==> src/rtl/i2s_tx_fifo.sv <==
// i2s_tx_fifo: Philips-format I2S transmitter with a stereo sample FIFO.
// A divider derives bit_clk from clk. Each bit_clk fall advances the frame
// position or starts a new frame. A new frame pops one L/R pair, or loads
// zeros and pulses underrun when the FIFO is empty. The slot width is
// latched once per frame.
module i2s_tx_fifo #(
  parameter int DATA_W     = 16,
  parameter int FIFO_DEPTH = 4,
  parameter int CLK_DIV    = 2
) (
  input  logic              clk,
  input  logic              reset,
  input  logic [7:0]        word_length,
  input  logic [DATA_W-1:0] in_left,
  input  logic [DATA_W-1:0] in_right,
  input  logic              in_valid,
  output logic              in_ready,
  output logic              bit_clk,
  output logic              frame_clk,
  output logic              data,
  output logic              underrun,
  output logic [7:0]        fifo_level,
  output logic [7:0]        frame_pos
);

  localparam int AW    = (FIFO_DEPTH > 1) ? $clog2(FIFO_DEPTH) : 1;
  localparam int CW    = AW + 1;
  localparam int DIV_W = (CLK_DIV > 1) ? $clog2(CLK_DIV) : 1;
  localparam logic [DIV_W-1:0] DIV_LAST = DIV_W'(CLK_DIV - 1);
  localparam logic [CW-1:0]    DEPTH_C  = CW'(FIFO_DEPTH);
  localparam logic [7:0]       DATA_W_C = 8'(DATA_W);

  logic [DATA_W-1:0] mem_l [FIFO_DEPTH];
  logic [DATA_W-1:0] mem_r [FIFO_DEPTH];

  logic [AW-1:0]     wr_ptr_q, wr_ptr_d, rd_ptr_q, rd_ptr_d;
  logic [CW-1:0]     count_q, count_d;
  logic [DIV_W-1:0]  div_q, div_d;
  logic              bclk_q, bclk_d;
  logic              idle_q, idle_d;
  logic [7:0]        p_q, p_d, w_q, w_d;
  logic [DATA_W-1:0] left_q, left_d, right_q, right_d;
  logic              data_q, data_d, ws_q, ws_d, ur_q, ur_d;

  logic              push, pop, fall, frame_start;
  logic [8:0]        cur_bits, cur_last, new_bits, next_pos;
  logic [7:0]        w_sel;
  logic [DATA_W-1:0] shifted;

  // Next-state logic: divider, FIFO bookkeeping and frame sequencing
  always_comb begin
    div_d    = div_q;
    bclk_d   = bclk_q;
    idle_d   = idle_q;
    p_d      = p_q;
    w_d      = w_q;
    left_d   = left_q;
    right_d  = right_q;
    data_d   = data_q;
    ws_d     = ws_q;
    ur_d     = 1'b0;
    wr_ptr_d = wr_ptr_q;
    rd_ptr_d = rd_ptr_q;
    fall     = 1'b0;
    shifted  = '0;
    new_bits = '0;
    next_pos = '0;

    cur_bits = {w_q, 1'b0};
    cur_last = cur_bits - 9'd1;
    w_sel    = (word_length == 8'd0 || word_length > DATA_W_C) ? DATA_W_C : word_length;

    if (div_q == DIV_LAST) begin
      div_d  = '0;
      bclk_d = ~bclk_q;
      fall   = bclk_q;
    end else begin
      div_d = div_q + 1'b1;
    end

    frame_start = fall && (idle_q || ({1'b0, p_q} == cur_last));
    // A full FIFO never accepts, even when a pop happens on the same edge.
    push        = in_valid && (count_q < DEPTH_C);
    pop         = frame_start && (count_q != '0);

    if (push) begin
      wr_ptr_d = wr_ptr_q + 1'b1;
    end
    count_d = count_q + CW'(push) - CW'(pop);

    if (fall) begin
      if (frame_start) begin
        w_d    = w_sel;
        p_d    = 8'd0;
        idle_d = 1'b0;
        if (pop) begin
          left_d   = mem_l[rd_ptr_q];
          right_d  = mem_r[rd_ptr_q];
          rd_ptr_d = rd_ptr_q + 1'b1;
        end else begin
          left_d  = '0;
          right_d = '0;
          ur_d    = 1'b1;
        end
      end else begin
        p_d = p_q + 8'd1;
      end

      // Word select leads the data by one bit: it reflects position p+1.
      new_bits = {w_d, 1'b0};
      next_pos = {1'b0, p_d} + 9'd1;
      if (next_pos == new_bits) begin
        next_pos = '0;
      end
      ws_d = (next_pos >= {1'b0, w_d});

      if (p_d < w_d) begin
        shifted = left_d >> (w_d - 8'd1 - p_d);
      end else begin
        shifted = right_d >> (new_bits - 9'd1 - {1'b0, p_d});
      end
      data_d = shifted[0];
    end
  end

  // Sample storage; contents need no reset because the pointers define validity
  always_ff @(posedge clk) begin
    if (push) begin
      mem_l[wr_ptr_q] <= in_left;
      mem_r[wr_ptr_q] <= in_right;
    end
  end

  // State registers with asynchronous clear
  always_ff @(posedge clk or posedge reset) begin
    if (reset) begin
      div_q    <= '0;
      bclk_q   <= 1'b0;
      idle_q   <= 1'b1;
      p_q      <= 8'd0;
      w_q      <= DATA_W_C;
      left_q   <= '0;
      right_q  <= '0;
      data_q   <= 1'b0;
      ws_q     <= 1'b0;
      ur_q     <= 1'b0;
      wr_ptr_q <= '0;
      rd_ptr_q <= '0;
      count_q  <= '0;
    end else begin
      div_q    <= div_d;
      bclk_q   <= bclk_d;
      idle_q   <= idle_d;
      p_q      <= p_d;
      w_q      <= w_d;
      left_q   <= left_d;
      right_q  <= right_d;
      data_q   <= data_d;
      ws_q     <= ws_d;
      ur_q     <= ur_d;
      wr_ptr_q <= wr_ptr_d;
      rd_ptr_q <= rd_ptr_d;
      count_q  <= count_d;
    end
  end

  assign in_ready   = (count_q < DEPTH_C);
  assign bit_clk    = bclk_q;
  assign frame_clk  = ws_q;
  assign data       = data_q;
  assign underrun   = ur_q;
  assign fifo_level = 8'(count_q);
  assign frame_pos  = p_q;

endmodule

==> config.mk <==
export PLATFORM = sky130hd
export DESIGN_NAME = i2s_tx_fifo
export DESIGN_NICKNAME = d
export VERILOG_FILES = /design/src/rtl/i2s_tx_fifo.sv
export SDC_FILE = /design/constraint.sdc
export NUM_CORES = 1
export LEC_CHECK = 0
export ABC_CLOCK_PERIOD_IN_PS = 5470
export BUFFER_PORTS_ARGS = -buffer_cell sky130_fd_sc_hd__buf_2
export CORE_ASPECT_RATIO = 0.7
export CORE_MARGIN = 1.5
export CORE_UTILIZATION = 46
export CTS_BUF_LIST = sky130_fd_sc_hd__clkbuf_4
export CTS_CLUSTER_DIAMETER = 60
export DETAILED_ROUTE_END_ITERATION = 10
export PLACE_DENSITY = 0.66
export SLEW_MARGIN = 40
export SYNTH_ARGS = -nofsm -noshare
export SYNTH_HDL_FRONTEND = slang
export SYNTH_SLANG_ARGS = --single-unit
==> constraint.sdc <==
create_clock -name clk -period 5.47 [get_ports clk]
set_clock_uncertainty 0.05 [all_clocks]
set_input_delay 0.8205 -clock clk [delete_from_list [all_inputs] [get_ports clk]]
set_output_delay 0.8205 -clock clk [all_outputs]
set_load 0.05 [all_outputs]
==> results.cfg <==
[critical_path]
ff2ff_path_depth = 26
worst-setup-path-type = reg2reg
setup_slack_on_the_worst_flop_to_flop_path_ps = 270
timing.critical_path.buf_inv = 2
timing.rr.end = frame_clk
critical_path.slowest_cell = sky130_fd_sc_hd__dfrtp_2
worstPathRequired_ps = 5900
end_kind = register
crit_path_frequent_cell = sky130_fd_sc_hd__a21o_1
critPathLaunchType = register
worstPathArrival_ps = 5630
regToRegStartpoint = w_q[0]
critPathMaxFanout = 6
critPathMaxStageDelay_ps = 460
cp_top_family = compound AO/OA/AOI/OAI gates

[logic_synthesis]
synth_seq_area_share_pct = 56.83
asyncSetResetFlopFracSynth_pct = 32.28
syn_area_um2 = 9454
total_of_flip_flops_plus_latches_after_synthesis = 189
synthCells = 721
ys.flop_type = sky130_fd_sc_hd__edfxtp_1
yosys-top-cells-area = sky130_fd_sc_hd__edfxtp_1, sky130_fd_sc_hd__dfrtp_1, sky130_fd_sc_hd__mux4_2
netlist-cell-type-count = 75
synth_top_cell_by_area = sky130_fd_sc_hd__edfxtp_1
synth-edff-count = 128
syn_avg_cell_area_um2 = 13.11
yosysWarningCount = 0
yosysTopAreaCellShare_pct = 40.66

[power]
leakagePower_uw = 0.004151
pwr_total_uw = 2883
irDropWorstVdd_uv = 167.0
power_density_nw_per_um2 = 277.7

[sta]
tns_ps = 0
rsz0062_at_grt = no
measured_slew_at_the_worst_slew_check_pin_ps = 788.7
min_period_over_period_pct = 95.11
postLayoutSetupSlackWorst_ps = 267.7
maxSlewHeadroom_pct = 46.94
number_of_pins_exceeding_their_max_slew_limit_in_the_final_report = 0
final_period_minus_worst_setup_slack_ps = 5202
max_clock_freq_mhz = 192.2
setup_viol = 0
final_hold_viol_count = 0

[clocking]
cts_max_level = 4
clk_pin_slew_worst_paths_ps = 170
tritoncts_clock_tree = yes
insertion_delay_ps = 590
cts-buffers-inserted = 17
cts_buffer_depth = 2
clock-root-buffer = sky130_fd_sc_hd__clkbuf_4
clk_sink_count = 189

[floorplan]
floorplan.die_area_um2 = 21440
core.rowCount = 43
start_util_pct = 47.36
ioPinCount = 64
core_area_um2 = 19960
floorplan.die.width_um = 174.4
die-height_um = 122.9

[grt]
gr-total-overflow = 0
track_usage_pct = 20.20
grt_max_degree = 62
global_route_wire_length_before_repair_mm = 32.49
grt_antenna_before_repair = 0
via_count_of_the_first_global_routing_pass = 6029

[drt]
routed-via-count = 6018
wl_per_cell_um = 19.08
first_pass_iters = 5
antenna_left = 0
drc = 0
drt_iter0_drc = 491
vias_per_cell = 5.645
totalWireLength_mm = 20.34

[final_layout]
multiInputGateArea_um2 = 3769
combined_flip_flop_and_latch_cell_area_um2 = 5386
final_layout_size_suffix_gt1_share_pct = 23.37
most-common-layout-cells = sky130_fd_sc_hd__edfxtp_1, sky130_fd_sc_hd__nand2_1, sky130_fd_sc_hd__buf_2, sky130_fd_sc_hd__dfrtp_1, sky130_fd_sc_hd__ha_1
area_growth_syn_to_layout_pct = 9.807
fin_util_pct = 52.01
final.fill_count = 1720
antenna_cells = 0
final_common_cell = sky130_fd_sc_hd__edfxtp_1
layout.nets = 867

[placed_design]
gp_congestion = 0.8879
hpwl_mm = 14.08
port_buffers = 58
preCtsSetupSlack_ps = 86.89

[run]
drv_cap = 0

[status]
status = finished, final reports clean

[min_path]
hold_class = in2async
where the power goes:
| group | switching (µW) | internal [µW] |
|---|---|---|
| Clock | 541 | 211 |
| Sequential | 46.1 | 1690 |
| Combinational | 274 | 117 |
synthesized netlist by cell type, types with 3 or more instances:
cell / number
sky130_fd_sc_hd__edfxtp_1: 128
sky130_fd_sc_hd__nand2_1: 79
sky130_fd_sc_hd__dfrtp_1: 59
sky130_fd_sc_hd__ha_1: 38
sky130_fd_sc_hd__o21ai_0: 36
sky130_fd_sc_hd__mux4_2: 35
sky130_fd_sc_hd__inv_1: 34
sky130_fd_sc_hd__nor2_1: 29
sky130_fd_sc_hd__nand3_1: 26
sky130_fd_sc_hd__xnor2_1: 23
sky130_fd_sc_hd__a21oi_1: 19
sky130_fd_sc_hd__a21o_1: 16
sky130_fd_sc_hd__clkbuf_1: 16
sky130_fd_sc_hd__and2_1: 13
sky130_fd_sc_hd__xor2_1: 13
sky130_fd_sc_hd__buf_2: 11
sky130_fd_sc_hd__a211oi_1: 8
sky130_fd_sc_hd__mux2_2: 7
sky130_fd_sc_hd__mux2i_1: 7
sky130_fd_sc_hd__buf_1: 6
sky130_fd_sc_hd__buf_4: 6
sky130_fd_sc_hd__nor2b_1: 6
sky130_fd_sc_hd__nor4_1: 6
sky130_fd_sc_hd__a31oi_1: 5
sky130_fd_sc_hd__nor3_1: 5
sky130_fd_sc_hd__o211ai_1: 5
sky130_fd_sc_hd__or3_1: 5
sky130_fd_sc_hd__nand2b_1: 4
sky130_fd_sc_hd__o21a_1: 4
sky130_fd_sc_hd__and3_1: 3
sky130_fd_sc_hd__buf_6: 3
sky130_fd_sc_hd__fa_1: 3
sky130_fd_sc_hd__nand3b_1: 3
sky130_fd_sc_hd__nand4b_1: 3
sky130_fd_sc_hd__nor3b_1: 3
sky130_fd_sc_hd__o2111ai_1: 3
sky130_fd_sc_hd__o31ai_1: 3
stage by stage:
stage	hold slack [ps]	std cells	cell area [µm²]
floorplan	380.6	725	9482
global placement	391.9	1031	10040
detailed placement	405.4	1031	10050
CTS	322.3	1063	10340
global route	288.3	1066	10380
finish	292.9	1066	10380
kinds of logic (layout without fill, tap and decap cells):
logic type	after synthesis	after routing	synth area share [%]
AND/OR/NAND/NOR	203	203	11.06
flip-flops	189	189	56.83
AO/OA/AOI/OAI	123	123	8.762
buffers and inverters	76	147	3.639
multiplexers	50	50	10.19
adder cells (fa/ha/maj)	41	41	5.664
XOR/XNOR	38	38	3.811
other	1	5	0.03967
worst max-delay path by stage:
stage / to / slack, ps / depth (start not counted) / from
after detailed placement: frame_clk / 90 / 26 / w_q[0]
final: frame_clk / 270 / 26 / w_q[0]
after floorplan: frame_clk / 10 / 29 / w_q[0]
after global routing: frame_clk / 50 / 26 / w_q[1]
after CTS: frame_clk / 60 / 26 / w_q[0]
after global placement: frame_clk / 270 / 26 / w_q[0]
sequential cells by signal, indices dropped and copies added, names as in the netlist, 2 cells and up:
register   cells
count_q        3
left_q        16
rd_ptr_q       2
wr_ptr_q       2
right_q       16
frame_pos      8
w_q            8
mem_r         64
mem_l         64
final cells by class:
cell class | count | area share [%]
clock inverters | 15 | 1.567
multi-input cells | 460 | 36.30
flip-flops and latches | 189 | 51.89
well taps | 270 | 3.254
repair buffers | 81 | 4.532
inverters | 34 | 1.229
clock buffers | 17 | 1.229
timing repair:
item / in CTS / in global routing
hold buffers: 0 / 0
gates resized for setup: 0 / 6
setup endpoints to repair: 0 / 2
buffers inserted: 0 / 3
worst register-to-register path: cells and delay by family, from the launching register on:
| kind | cells | cell delay (ps) |
|---|---|---|
| AO/OA/AOI/OAI | 14 | 2570 |
| adder cells (fa/ha/maj) | 3 | 670 |
| buffers and inverters | 2 | 160 |
| XOR/XNOR | 1 | 250 |
| flip-flops | 1 | 460 |
| AND/OR/NAND/NOR | 6 | 930 |
per-layer routing:
metal / routed length, µm / up-vias / track usage (%)
met2: 9201 / 155 / 31.65
li1: - / 2801 / -
met4: 132 / 0 / 4.310
met1: 10080 / 3051 / 29.18
met5: 0 / - / 0
met3: 919 / 11 / 4.490
(Power assumes the default switching activity.)
